### src/rtl/dmem_arbiter.sv
// rtl/dmem_arbiter.sv - two-port round-robin data memory arbiter and access sequencer (optional DMEM_ARB_RMW_EN: byte-enable read-modify-write)
module dmem_arbiter #(
    parameter int WORD_SIZE     = 32,
    parameter int DATA_MEM_SIZE = 1024
) (
    input  logic                 clk,
    input  logic                 rst,
    input  logic [1:0]           req,
    input  logic [1:0]           we,
    input  logic [WORD_SIZE-1:0] addr0,
    input  logic [WORD_SIZE-1:0] addr1,
    input  logic [WORD_SIZE-1:0] wdata0,
    input  logic [WORD_SIZE-1:0] wdata1,
    input  logic [3:0]           be0,
    input  logic [3:0]           be1,
    output logic [1:0]           gnt,
    output logic [1:0]           done,
    output logic                 err,
    output logic [WORD_SIZE-1:0] rdata,
    output logic                 mem_read_en,
    output logic                 mem_write_en,
    output logic [WORD_SIZE-1:0] mem_addr,
    output logic [WORD_SIZE-1:0] mem_wdata,
    input  logic [WORD_SIZE-1:0] mem_rdata
);

    // Highest byte address at which a whole word still fits in the memory
    localparam logic [WORD_SIZE-1:0] MAX_ADDR = WORD_SIZE'(DATA_MEM_SIZE - 4);

`ifdef DMEM_ARB_RMW_EN
    typedef enum logic [1:0] {IDLE, ACCESS, MERGE, RESP} state_t;
`else
    typedef enum logic [1:0] {IDLE, ACCESS, RESP} state_t;
`endif

    state_t                 state_q, state_d;
    logic                   last_grant_q, last_grant_d;
    logic                   id_q, id_d;
    logic                   we_q, we_d;
    logic [WORD_SIZE-1:0]   addr_q, addr_d;
    logic [WORD_SIZE-1:0]   wdata_q, wdata_d;
    logic                   err_q, err_d;
    logic [WORD_SIZE-1:0]   rdata_q, rdata_d;
    logic                   access_err;
    logic                   win;
    logic [1:0]             id_onehot;

`ifdef DMEM_ARB_RMW_EN
    logic [3:0]             be_q, be_d;
    logic [WORD_SIZE-1:0]   merged;

    // Lane-wise merge of new write data over the word captured in ACCESS
    always_comb begin
        merged = rdata_q;
        for (int k = 0; k < 4; k++) begin
            if (be_q[k]) merged[8*k +: 8] = wdata_q[8*k +: 8];
        end
    end

    // Byte-enable register, only meaningful for partial writes
    always_ff @(posedge clk or negedge rst) begin
        if (!rst) be_q <= 4'h0;
        else      be_q <= be_d;
    end
`else
    logic unused_be;
    assign unused_be = ^{be0, be1};
`endif

    assign access_err = (addr_q[1:0] != 2'b00) || (addr_q > MAX_ADDR);
    assign id_onehot  = id_q ? 2'b10 : 2'b01;

    // State and transaction registers; async reset aborts any access in flight
    always_ff @(posedge clk or negedge rst) begin
        if (!rst) begin
            state_q      <= IDLE;
            last_grant_q <= 1'b1;
            id_q         <= 1'b0;
            we_q         <= 1'b0;
            addr_q       <= '0;
            wdata_q      <= '0;
            err_q        <= 1'b0;
            rdata_q      <= '0;
        end else begin
            state_q      <= state_d;
            last_grant_q <= last_grant_d;
            id_q         <= id_d;
            we_q         <= we_d;
            addr_q       <= addr_d;
            wdata_q      <= wdata_d;
            err_q        <= err_d;
            rdata_q      <= rdata_d;
        end
    end

    // Arbitration, access sequencing and output decode from registered state
    always_comb begin
        state_d      = state_q;
        last_grant_d = last_grant_q;
        id_d         = id_q;
        we_d         = we_q;
        addr_d       = addr_q;
        wdata_d      = wdata_q;
        err_d        = err_q;
        rdata_d      = rdata_q;
`ifdef DMEM_ARB_RMW_EN
        be_d         = be_q;
`endif
        win          = 1'b0;
        gnt          = 2'b00;
        done         = 2'b00;
        err          = 1'b0;
        rdata        = '0;
        mem_read_en  = 1'b0;
        mem_write_en = 1'b0;
        mem_addr     = '0;
        mem_wdata    = '0;

        case (state_q)
            IDLE: begin
                if (req != 2'b00) begin
                    win          = (req == 2'b11) ? ~last_grant_q : req[1];
                    id_d         = win;
                    last_grant_d = win;
                    we_d         = we[win];
                    addr_d       = win ? addr1 : addr0;
                    wdata_d      = win ? wdata1 : wdata0;
`ifdef DMEM_ARB_RMW_EN
                    be_d         = win ? be1 : be0;
`endif
                    err_d        = 1'b0;
                    rdata_d      = '0;
                    state_d      = ACCESS;
                end
            end
            ACCESS: begin
                gnt      = id_onehot;
                mem_addr = {addr_q[WORD_SIZE-1:2], 2'b00};
                state_d  = RESP;
                if (access_err) begin
                    err_d = 1'b1;
                end else if (!we_q) begin
                    mem_read_en = 1'b1;
                    rdata_d     = mem_rdata;
`ifdef DMEM_ARB_RMW_EN
                end else if (be_q != 4'hF) begin
                    mem_read_en = 1'b1;
                    rdata_d     = mem_rdata;
                    state_d     = MERGE;
`endif
                end else begin
                    mem_write_en = 1'b1;
                    mem_wdata    = wdata_q;
                end
            end
`ifdef DMEM_ARB_RMW_EN
            MERGE: begin
                mem_addr = {addr_q[WORD_SIZE-1:2], 2'b00};
                if (be_q != 4'h0) begin
                    mem_write_en = 1'b1;
                    mem_wdata    = merged;
                end
                state_d = RESP;
            end
`endif
            RESP: begin
                done    = id_onehot;
                err     = err_q;
                rdata   = (we_q || err_q) ? '0 : rdata_q;
                state_d = IDLE;
            end
            default: state_d = IDLE;
        endcase
    end

endmodule

### config.mk
export PLATFORM = sky130hd
export DESIGN_NAME = dmem_arbiter
export DESIGN_NICKNAME = d
export VERILOG_FILES = /design/src/rtl/dmem_arbiter.sv
export SDC_FILE = /design/constraint.sdc
export NUM_CORES = 1
export LEC_CHECK = 0
export ABC_CLOCK_PERIOD_IN_PS = 2400
export BUFFER_PORTS_ARGS = -buffer_cell sky130_fd_sc_hd__buf_2
export CAP_MARGIN = 20
export CORE_ASPECT_RATIO = 1.1
export CORE_MARGIN = 4
export CORE_UTILIZATION = 35
export CTS_CLUSTER_SIZE = 24
export DETAILED_ROUTE_END_ITERATION = 10
export GPL_ROUTABILITY_DRIVEN = 0
export PLACE_DENSITY = 0.64
export SLEW_MARGIN = 0
export SYNTH_ARGS = -nofsm -noshare
export SYNTH_HDL_FRONTEND = slang
export SYNTH_SLANG_ARGS = --single-unit
export TNS_END_PERCENT = 10
### constraint.sdc
create_clock -name clk -period 2.4 [get_ports clk]
set_input_delay 0.6 -clock clk [delete_from_list [all_inputs] [get_ports clk]]
set_output_delay 0.6 -clock clk [all_outputs]
set_load 0.02 [all_outputs]
Word-level counts from Yosys, hierarchy flattened
Cells that the tools add are included.
W data, S select, Z words.
{"block": "totals", "wordCells": 57, "output_inout_bits": 103, "register_bits": 102, "in_bits": 174}
{"block": "op_classes", "magnitude_cmp": 2, "reduce_logical": 9, "n_eq_ne": 7, "mux": 30, "bitwise_logic": 1}
{"operator": "$mux W32", "count": 11}
{"operator": "$pmux W32 S2", "count": 1}
{"operator": "$gt A32 B10 Y1 const B", "count": 1}
{"operator": "$mux W1", "count": 12}
{"operator": "$mux W2", "count": 4}
{"operator": "$ne A2 B2 Y1 const B", "count": 4}
{"operator": "$reduce_bool A2 Y1", "count": 3}
{"operator": "$eq A2 B2 Y1 const B", "count": 2}
{"operator": "$pmux W2 S2", "count": 1}
{"operator": "$reduce_and A4 Y1", "count": 1}
{"operator": "$reduce_and A3 Y1", "count": 1}
{"operator": "$eq A2 B1 Y1 const B", "count": 1}
{"operator": "$logic_not A2 Y1", "count": 1}
{"operator": "$logic_or A1 B1 Y1", "count": 2}
{"operator": "$lt A1 B2 Y1 const B", "count": 1}
{"operator": "$pmux W1 S2", "count": 1}
{"operator": "$reduce_and A2 Y1", "count": 1}
{"operator": "$not A1 Y1", "count": 1}

Logic depth before layout (Yosys ltp)
Gate-level depths: netlist (run 1).
{"block": "depth", "ltp_word": 4, "depth_mapped": 6, "mapped_depth_nobuf": 5}

Worst setup path after synthesis (run 1)
OpenSTA, ideal clock, no wires.
{"block": "synth_timing", "path_kind": "register to output", "start": "reg addr_q[12]", "end": "out mem_wdata[22]", "required_ns": 1.800, "slack_ns": -0.039, "arrival_ns": 1.839, "path_buffers": 1, "path_stages_with_launch": 6, "cell_sequence": "dfrtp_1 nor4_1 nand4_1 nor3_2 clkbuf_1 and2_1"}
{"block": "synth_via", "elab_chain_cells": 4}
{"element": "start: declaration", "line_no": "40", "rtl": "logic [WORD_SIZE-1:0] addr_q, addr_d;"}
{"element": "start signal: assignment", "line_no": "89", "rtl": "addr_q <= addr_d;"}
{"element": "$gt A32 B10 Y1", "line_no": "70", "rtl": "assign access_err = (addr_q[1:0] != 2'b00) || (addr_q > MAX_ADDR);"}
{"element": "$logic_or A1 B1 Y1", "line_no": "70"}
{"element": "$mux W32", "line_no": "140", "rtl": "if (access_err) begin"}
{"element": "$mux W32", "line_no": "119", "rtl": "case (state_q)"}
{"element": "end: declaration", "line_no": "23", "rtl": "output logic [WORD_SIZE-1:0] mem_wdata,"}
No other way between the ends.

Worst setup path after layout (run 1)
{"block": "layout_timing", "start": "reg addr_q[31]", "end": "out mem_read_en"}
{"block": "layout_via", "elab_chain_cells": 4}
{"element": "$gt A32 B10 Y1", "line_no": "70"}
{"element": "$logic_or A1 B1 Y1", "line_no": "70"}
{"element": "$mux W1", "line_no": "140"}
{"element": "$mux W1", "line_no": "119"}
{"element": "end: declaration", "line_no": "20", "rtl": "output logic mem_read_en,"}
No other way between the ends.

==> run summary, run 1 <==
## Run status
• result of the run: finished with violations
• failing checks: negative setup slack

## Critical path
• Data arrival, critical path: 2.07 ns
• Setup crit end kind: primary output
• required time of the critical path: 1.80 ns
• class of the most critical setup path: reg2out
• maximum fanout along the worst path: 3
• startpoint type of the worst setup path: flip-flop

## Clock network
• CTS tree: done
• quantity of hold-fixing buffers added after cts: 0
• number of clock sinks: 102
• worst skew pair latency: 0.35 ns
• clock slew at the register clock pins of the worst setup and hold paths: 0.07 ns
• number of buffers on the longest clock path: 2
• TritonCTS buffer count: 9
• CTS HTree Levels: 3
• master cell of the clock root buffer: clkbuf_16

## Logic synthesis
• share of synthesized area occupied by flip-flops and latches: 45.21%
• Async SR Flop Fraction: 100.0%
• Mapped Avg Cell Area: 9.335 µm²
• number of storage elements in the synthesis netlist: 102
• post-synthesis instance area: 5648 µm²
• count of different cell masters after synthesis: 27
• top_reg_cell synth: dfrtp_1
• Synth Instances: 605
• count of flip-flops with a built-in enable after synthesis: 0
• Synth Warn #: 0

## Drt
• routed len/inst: 15.85 µm
• drt drc: 0
• total via count after detailed routing: 5061
• post-DR vias/cell: 4.761
• total iterations of the first detailed-routing run: 4
• Total Wirelength: 16850 µm
• Initial DRC Count: 153
• Antenna Violating Nets Remaining: 0

## STA
• smallest hold slack: 0.2013 ns
• Final Slew Violations: 0
• final hold violation count: 0
• shortest clock period the worst path allows after layout: 2.665 ns
• RSZ-0062 raised after global routing: yes
• relative slew slack: 59.80%
• clock tree skew after final layout: 0.009763 ns
• part of the cycle the worst path needs: 111.1%
• count of endpoints failing setup in the final report: 34
• worst setup slack after layout: -0.2654 ns
• highest clock frequency the design can meet: 375.2 MHz
• actual transition at the worst max-transition pin: 0.6030 ns

## Global route
• total overflow reported by the global router: 0
• global-route total usage across every layer: 18.24%
• vias in the first global route: 5069
• initial antenna violation count: 1
• wire length of the first global-routing pass: 26320 µm
• maximum number of pins on one net before global-route repair: 80
• gr busiest metal: met2
• met1 Use GR: 23.88%
• met2 demand-to-capacity share in global routing: 30.19%
• routing usage on met3: 4.168%

## Floorplanning
• die span in x: 129.1 µm
• Die Span Y: 141.2 µm
• die footprint: 18240 µm²
• cell row count: 48
• Initial Util: 35.76%
• core area: 15800 µm²
• number of top-level design ports: 277

## Final layout
• Fill cells: 1515
• area taken by flip-flops and latches: 2554 µm²
• fraction of layout cells with a size suffix above 1: 44.73%
• Syn-to-layout area delta: 41.87%
• most common cell after layout, fill and taps aside: buf_2
• number of nets in the final layout: 1032
• post-route standard cell area excluding fillers: 8013 µm²
• area used by multi-input combinational logic: 3007 µm²
• ANT cells: 0
• highest-count cells in the layout ignoring fill and taps: buf_2, nand2_1, dfrtp_1, o21ai_0, mux2i_1

## Placement
• total cell area at the placement stage: 7246 µm²
• estimated wirelength of the detail-placed design: 11960 µm
• Port Buffer Count: 266

## Hold path
• path type of the worst min-delay path: in2async

## Pwr
• total power divided by cell area: 860.0 nW/µm²
• worst vdd ir: 0.4366 mV
• power consumption: 0.006891 W
• LEAKAGE: 4.101 nW

## Flow run
• max-capacitance violation count: 0

## critical path: stages (launching register included)
cell     delay [ns]
dfrtp_1        0.41
nor4_2         0.28
nand4_1        0.15
buf_6          0.15
buf_4          0.13
or3_4          0.33
nor2_2         0.13
buf_6          0.14
## stage by stage
stage / util, % / setup TNS, ns / setup slack, ns / std cells
6_report: 50.73 / -7.763 / -0.2654 / 1063
3_3_place_gp: 45.87 / 0 / 0.02930 / 1038
4_1_cts: 50.29 / -11.28 / -0.3518 / 1062
3_5_place_dp: 45.87 / 0 / 0.0002583 / 1038
2_1_floorplan: - / -0.02517 / -0.02517 / 606
5_1_grt: 50.73 / -13.07 / -0.3887 / 1063
## report_power, final
part / total (W) / internal (W) / switching (W)
clock: 0.00144 / 0.000729 / 0.000707
combinational: 0.00273 / 0.000991 / 0.00174
sequential: 0.00273 / 0.00232 / 0.000410
## synthesized netlist by cell type (2+ instances only)
cell / instances / area (µm²)
nand2_1: 132 / 495.5
dfrtp_1: 101 / 2527
and2_1: 94 / 588.1
o21ai_0: 67 / 335.3
mux2i_1: 65 / 650.6
clkbuf_1: 39 / 146.4
o211ai_1: 35 / 262.8
o211ai_2: 29 / 362.9
nor2_1: 7 / 26.28
nor4_1: 6 / 37.54
buf_2: 5 / 25.02
buf_1: 3 / 11.26
buf_6: 3 / 33.78
inv_1: 3 / 11.26
buf_4: 2 / 15.01
mux2_2: 2 / 22.52
nand2b_1: 2 / 12.51
## final cells by class
cell class	count	area share (%)
inverters	4	0.1874
multi-input cells	448	37.52
well taps	200	3.123
flip-flops and latches	102	31.87
clock inverters	7	0.7808
clock buffers	9	2.811
repair buffers	293	23.70
## path summary, 6_finish.rpt
check                           startpoint      endpoint  slack (ns)  cells after the start
worst min register to register   addr_q[6]     addr_q[6]        0.48                      2
worst max-delay path            addr_q[31]   mem_read_en       -0.27                      7
worst max register to register  addr_q[31]    rdata_q[8]        0.30                      7
worst min-delay path                   rst   rdata_q[28]        0.20                      1
max in group asynchronous              rst  last_grant_q        1.57                      2
min in group clk                 addr_q[6]     addr_q[6]        0.48                      2
## what timing repair did
action / CTS / global route
gates cloned: 2 / 1
setup buffers: 6 / 0
gates resized for setup: 94 / 17
pin swaps: 17 / 23
setup endpoints to repair: 38 / 76
## metal layers
layer | wire length [µm] | up-vias
met5 | 13 | -
met4 | 231 | 2
met3 | 1098 | 18
met2 | 8228 | 166
met1 | 7281 | 2307
li1 | - | 2568
## cells by family (layout without fill, tap and decap cells)
family	after synthesis	count (layout)	share of synthesized area, %
buffers and inverters	56	313	4.364
and+or+nand+nor	246	246	21.13
muxes	67	67	11.92
DFF	102	102	45.21
other	1	2	0.06640
AOI/OAI and AO/OA	133	133	17.30
## state kept, by name (all words and copies together), names as in the netlist
name and count:
state_q 2, rdata_q 32, last_grant_q 1, wdata_q 32
err_q 1, we_q 1, id_q 1, addr_q 32
Power figures use the tool's default switching activity.
==> run 2, diff against run 1 <==
--- a/config.mk
+++ b/config.mk
@@ -15,6 +15,8 @@
 export DETAILED_ROUTE_END_ITERATION = 10
 export GPL_ROUTABILITY_DRIVEN = 0
 export PLACE_DENSITY = 0.64
+export SETUP_SLACK_MARGIN = 0.1
+export SKIP_CTS_REPAIR_TIMING = 1
 export SLEW_MARGIN = 0
 export SYNTH_ARGS = -nofsm -noshare
 export SYNTH_HDL_FRONTEND = slang
==> run 2 against run 1 <==
Net effect:
- the flow still finishes with violations (negative setup slack)
- via count up 1.4%
- cell count up 0.56%
- worst setup slack worse by 0.060 ns
- wire length down 0.70%
- register-to-register slack worse by 0.02 ns
- critical path depth up 1
- sequential cell count unchanged
- die area unchanged
- clock power up 5%
- clock skew up 0.00080 ns
- fmax down 2.2%
- largest power group is now combinational cells
==> run summary, run 2 (same netlist as run 1, synthesis figures left out) <==
## Run status
• result of the run: finished with violations
• failing checks: negative setup slack

## Clock network
• TritonCTS buffer count: 9, unchanged
• master cell of the clock root buffer: clkbuf_16
• CTS HTree Levels: 3, unchanged
• number of clock sinks: 102, unchanged
• clock slew at the register clock pins of the worst setup and hold paths: 0.07 ns, about the same
• number of buffers on the longest clock path: 2, unchanged
• worst skew pair latency: 0.34 ns, about the same
• CTS tree: done

## Critical path
• minimum setup slack among reg-to-reg paths: 0.28 ns, -0.02 ns
• Setup crit end kind: primary output
• required time of the critical path: 1.80 ns, about the same
• startpoint type of the worst setup path: flip-flop
• class of the most critical setup path: reg2out
• Data arrival, critical path: 2.13 ns, +0.06 ns
• maximum fanout along the worst path: 17, +14
• r2r worst-path depth: 6, -1

## Flow run
• max-capacitance violation count: 0, unchanged

## Pwr
• worst vdd ir: 0.3750 mV, -14%
• sequential fraction of design power: 38.9%, -0.7 points
• portion of total power attributed to the clock network: 21.4%, +0.6 points
• net switching power figure: 0.002845 W, -0.34%
• power consumption: 0.007033 W, +2.1%
• LEAKAGE: 4.091 nW, -0.25%
• internal power summed over all cells: 0.004189 W, +3.8%
• total power divided by cell area: 883.8 nW/µm², +2.8%
• proportion of total power due to net switching: 40.45%, -0.97 points
• combinational fraction of design power: 39.6%, about the same

## Global route
• global-route total usage across every layer: 17.46%, -0.78 points
• initial antenna violation count: 0, -1
• wire length of the first global-routing pass: 25480 µm, -3.2%
• total overflow reported by the global router: 0, unchanged
• vias in the first global route: 5059, -0.20%
• maximum number of pins on one net before global-route repair: 79, -1.3%

## Final layout
• leading registers by flop count: addr_q: 32 flops, rdata_q: 32 flops, wdata_q: 32 flops
• number of nets in the final layout: 1038, +0.58%
• most common cell after layout, fill and taps aside: buf_2
• fraction of layout cells with a size suffix above 1: 42.69%, -2.0 points
• Syn-to-layout area delta: 40.89%
• highest-count cells in the layout ignoring fill and taps: buf_2, nand2_1, dfrtp_1, and2_1, o21ai_0
• ANT cells: 0, unchanged
• filler-free cell count of the finished design: 1069, +0.56%

## Floorplanning
• die span in x: 129.1 µm, unchanged
• number of top-level design ports: 277, unchanged
• Die Span Y: 141.2 µm, unchanged
• cell row count: 48, unchanged
• Initial Util: 35.76%, unchanged
• die footprint: 18240 µm², unchanged
• core area: 15800 µm², unchanged

## STA
• clock tree skew after final layout: 0.01057 ns, +0.0008023 ns
• worst setup slack after layout: -0.3253 ns, -0.05986 ns
• relative slew slack: 58.86%, -0.94 points
• final hold violation count: 0, unchanged
• highest clock frequency the design can meet: 366.9 MHz, -2.2%
• part of the cycle the worst path needs: 113.6%, +2.5 points
• RSZ-0062 raised after global routing: yes
• count of endpoints failing setup in the final report: 34, unchanged
• shortest clock period the worst path allows after layout: 2.725 ns, +0.05986 ns
• Final Slew Violations: 0, unchanged
• actual transition at the worst max-transition pin: 0.6171 ns, +0.01403 ns

## Drt
• routed len/inst: 15.65 µm, -1.3%
• total via count after detailed routing: 5130, +1.4%
• Antenna Violating Nets Remaining: 0, unchanged
• Total Wirelength: 16740 µm, -0.70%
• Initial DRC Count: 210, +37%
• total iterations of the first detailed-routing run: 4, unchanged
• post-DR vias/cell: 4.799, +0.79%
• drt drc: 0, unchanged

## Placement
• estimated wirelength of the detail-placed design: 12160 µm, +1.7%
• Port Buffer Count: 266, unchanged
• number of cells in the design after placement: 1048, +0.96%

## Hold path
• path type of the worst min-delay path: in2async

run 2: worst max-delay path, cell delays in order, from the launching register on:
cell	delay, ns
dfrtp_1	0.41
nor4_2	0.29
nand4_1	0.13
buf_6	0.16
nor3_4	0.22
buf_6	0.13
buf_12	0.13
and2_1	0.17
buf_6	0.13
run 2: cell type report:
| cell class | instances | area (µm²) |
|---|---|---|
| Fill cell | 1520 | 7838 |
| Multi-Input combinational cell | 448 | 2960 |
| Sequential cell | 102 | 2554 |
| Timing Repair Buffer | 299 | 1872 |
| Tap cell | 200 | 250.2 |
| Clock buffer | 10 | 239.0 |
| Clock inverter | 6 | 67.56 |
| Inverter | 4 | 15.01 |
run 2: path summary, 6_finish.rpt:
kind / from / endpoint
worst max-delay path: addr_q[28] / mem_wdata[31]
worst min-delay path: rst / rdata_q[23]
worst max register to register: addr_q[28] / rdata_q[9]
worst min register to register: wdata_q[5] / wdata_q[5]
max in group asynchronous: rst / wdata_q[1]
min in group clk: wdata_q[5] / wdata_q[5]
run 2: metal layers:
metal / global-route usage [%] / vias to the layer above / part of all wire (%)
met5: 0 / - / 0
li1: - / 2579 / -
met2: 29.94 / 187 / 50
met4: 4.091 / 0 / 1.0
met3: 4.055 / 11 / 7.2
met1: 22.28 / 2353 / 42
run 2: per-stage QoR:
stage	TNS, ns	utilization (%)	setup slack (ns)	hold WS, ns	instance area [µm²]
2_1_floorplan	0	-	0.09457	0.3044	5660
3_3_place_gp	0	46.24	0.006581	0.4534	7303
3_5_place_dp	-0.1244	46.24	-0.01578	0.4614	7303
4_1_cts	-13.33	48.18	-0.4138	0.1206	7610
5_1_grt	-14.45	50.38	-0.4734	0.1295	7958
6_report	-9.872	50.38	-0.3253	0.1292	7958
run 2: power by group through the flow:
stage	Clock (W)	Combinational, W	Sequential (W)
6_report	0.00151	0.00279	0.00274
4_1_cts	0.00156	0.00278	0.00271
5_1_grt	0.00163	0.00314	0.00282
2_1_floorplan	0	0.00187	0.00257
3_5_place_dp	0	0.00278	0.00273
3_3_place_gp	0	0.00273	0.00274
==> run 3, diff against run 2 <==
--- a/config.mk
+++ b/config.mk
@@ -5,12 +5,13 @@
 export SDC_FILE = /design/constraint.sdc
 export NUM_CORES = 1
 export LEC_CHECK = 0
-export ABC_CLOCK_PERIOD_IN_PS = 2400
+export ABC_CLOCK_PERIOD_IN_PS = 3470
 export BUFFER_PORTS_ARGS = -buffer_cell sky130_fd_sc_hd__buf_2
 export CAP_MARGIN = 20
 export CORE_ASPECT_RATIO = 1.1
 export CORE_MARGIN = 4
 export CORE_UTILIZATION = 35
+export CTS_BUF_LIST = sky130_fd_sc_hd__clkbuf_4 sky130_fd_sc_hd__clkbuf_8
 export CTS_CLUSTER_SIZE = 24
 export DETAILED_ROUTE_END_ITERATION = 10
 export GPL_ROUTABILITY_DRIVEN = 0
==> constraint.sdc (replaced) <==
create_clock -name clk -period 3.47 [get_ports clk]
set_input_delay 0.8675 -clock clk [delete_from_list [all_inputs] [get_ports clk]]
set_output_delay 0.8675 -clock clk [all_outputs]
set_load 0.02 [all_outputs]
==> run 3 against run 2 <==
Net effect:
- the flow now finishes without violations
- first-iteration DRC count shrank 2.4%
- via count shrank 3.0%
- total power decreased by 37%
- design area fell by 7.1%
- sequential share of layout area rose by 2.5 points
- clock power is 49% lower
- global-route usage is 0.065 points higher
- worst setup slack gained 0.62 ns
- combinational power decreased by 35%
- largest power group is now sequential cells
==> run summary, run 3 (same netlist as run 1, synthesis figures left out) <==
## STA
• part of the cycle the worst path needs: 91.53%
• final-layout setup total negative slack: 0 ns, +9.872 ns
• clock tree skew after final layout: 0.02104 ns, +0.01048 ns
• shortest clock period the worst path allows after layout: 3.176 ns
• final hold violation count: 0, unchanged
• Final Slew Violations: 0, unchanged
• RSZ-0062 raised after global routing: no
• relative slew slack: 50.77%, -8.1 points
• highest clock frequency the design can meet: 314.9 MHz
• count of endpoints failing setup in the final report: 0, -100%
• actual transition at the worst max-transition pin: 0.7384 ns, +0.1213 ns

## Critical path
• maximum fanout along the worst path: 35, +18
• master of the slowest instance on the critical path: dfrtp_1
• ordered cell list for the critical path: nor4_1 > nand4_1 > buf_6 > nor3_4 > buf_4 > and2_1 > buf_2
• required time of the critical path: 2.60 ns, +0.80 ns
• class of the most critical setup path: reg2out
• startpoint of the worst register-to-register path: addr_q[11]
• minimum setup slack among reg-to-reg paths: 1.27 ns, +0.99 ns
• startpoint type of the worst setup path: flip-flop
• reg-to-reg critical path endpoint: rdata_q[8]
• Data arrival, critical path: 2.31 ns, +0.18 ns
• r2r worst-path depth: 6, unchanged
• Critical Path Max Stage Delay: 0.41 ns, about the same
• Setup crit end kind: primary output

## Floorplanning
• die span in x: 129.1 µm, unchanged
• Die Span Y: 141.2 µm, unchanged
• Initial Util: 35.76%, unchanged
• number of top-level design ports: 277, unchanged
• cell row count: 48, unchanged
• core area: 15800 µm², unchanged
• die footprint: 18240 µm², unchanged

## Clock network
• number of buffers on the longest clock path: 2, unchanged
• CTS tree: done
• worst skew pair latency: 0.37 ns, +0.03 ns
• clock slew at the register clock pins of the worst setup and hold paths: 0.10 ns, +0.03 ns
• number of clock sinks: 102, unchanged
• master cell of the clock root buffer: clkbuf_8
• TritonCTS buffer count: 9, unchanged
• CTS HTree Levels: 3, unchanged

## Drt
• routed length on met3: 1142 µm, -4.8%
• Antenna Violating Nets Remaining: 0, unchanged
• total via count after detailed routing: 4977, -3.0%
• routed len/inst: 15.42 µm, -1.5%
• topmost layer with routed signal wires: met4
• drt drc: 0, unchanged
• Total Wirelength: 16180 µm, -3.3%
• total iterations of the first detailed-routing run: 4, unchanged
• Initial DRC Count: 205, -2.4%
• met2 wire len: 7662 µm, -8.3%
• post-DR vias/cell: 4.745, -1.1%
• detailed-route wire length on metal 1: 7146 µm, +2.0%

## Global route
• maximum number of pins on one net before global-route repair: 82, +3.8%
• initial antenna violation count: 0, unchanged
• wire length of the first global-routing pass: 25540 µm, +0.22%
• vias in the first global route: 4896, -3.2%
• global-route total usage across every layer: 17.52%, +0.065 points
• total overflow reported by the global router: 0, unchanged

## Placement
• Port Buffer Count: 266, unchanged
• estimated wirelength of the detail-placed design: 11570 µm, -4.8%

## Hold path
• Min-Delay Endpoint: wdata_q[9]
• path type of the worst min-delay path: reg2reg
• number of cells on the worst hold path: 2
• startpoint of the tightest hold check path: wdata_q[9]

## Final layout
• number of nets in the final layout: 1018, -1.9%
• ANT cells: 0, unchanged
• highest-count cells in the layout ignoring fill and taps: buf_2, nand2_1, dfrtp_1, and2_1, o21ai_0
• fraction of layout cells with a size suffix above 1: 39.46%, -3.2 points
• leading registers by flop count: addr_q: 32 flops, rdata_q: 32 flops, wdata_q: 32 flops
• most common cell after layout, fill and taps aside: buf_2
• Syn-to-layout area delta: 30.86%

## Run status
• result of the run: finished, final reports clean

## Flow run
• max-capacitance violation count: 0, unchanged

## Pwr
• LEAKAGE: 3.905 nW, -4.5%
• total power divided by cell area: 598.7 nW/µm², -32%
• worst vdd ir: 0.2790 mV, -26%
• power consumption: 0.004425 W, -37%

run 3: worst max path at each step:
stage | start | end | slack, ns
after global placement | addr_q[31] | mem_wdata[29] | 0.59
after global routing | addr_q[11] | mem_wdata[22] | 0.11
after CTS | addr_q[31] | mem_wdata[30] | 0.14
final | addr_q[11] | mem_wdata[22] | 0.29
after floorplan | addr_q[12] | mem_wdata[22] | 0.76
after detailed placement | addr_q[31] | mem_wdata[29] | 0.58
run 3: routing by layer:
layer,global-route usage (%),up-vias
met5,0,-
met4,5.307,0
met3,3.751,16
met2,27.97,176
met1,23.86,2242
li1,-,2543
run 3: worst max-delay path: cells and delay by family, from the launching register on:
family                 cells  cell delay, ns
buffers and inverters      3            0.66
flip-flops                 1            0.41
AND/OR/NAND/NOR            4            0.86
run 3: cell type report:
cell class | count | area (µm²)
sequential | 102 | 2554
timing repair buffer | 279 | 1480
tap | 200 | 250.2
fill | 1582 | 8404
clock buffer | 11 | 138.9
multi-input combinational | 448 | 2895
clock inverter | 5 | 57.56
inverter | 4 | 15.01
run 3: per-stage QoR:
stage	util [%]	hold slack [ns]	instances	instance area (µm²)	worst slack [ns]
after global placement	45.35	0.4558	1032	7163	0.5918
after detailed placement	45.35	0.4624	1032	7163	0.5757
after global routing	46.79	0.5101	1049	7391	0.1092
final	46.79	0.4792	1049	7391	0.2940
after CTS	46.59	0.4853	1048	7360	0.1437
after floorplan	-	0.4418	606	5652	0.7638
run 3: where the power goes:
part / total [W] / switching (W) / internal [W]
clock network: 0.000771 / 0.000417 / 0.000353
logic: 0.00180 / 0.00118 / 0.000628
registers: 0.00185 / 0.000250 / 0.00160
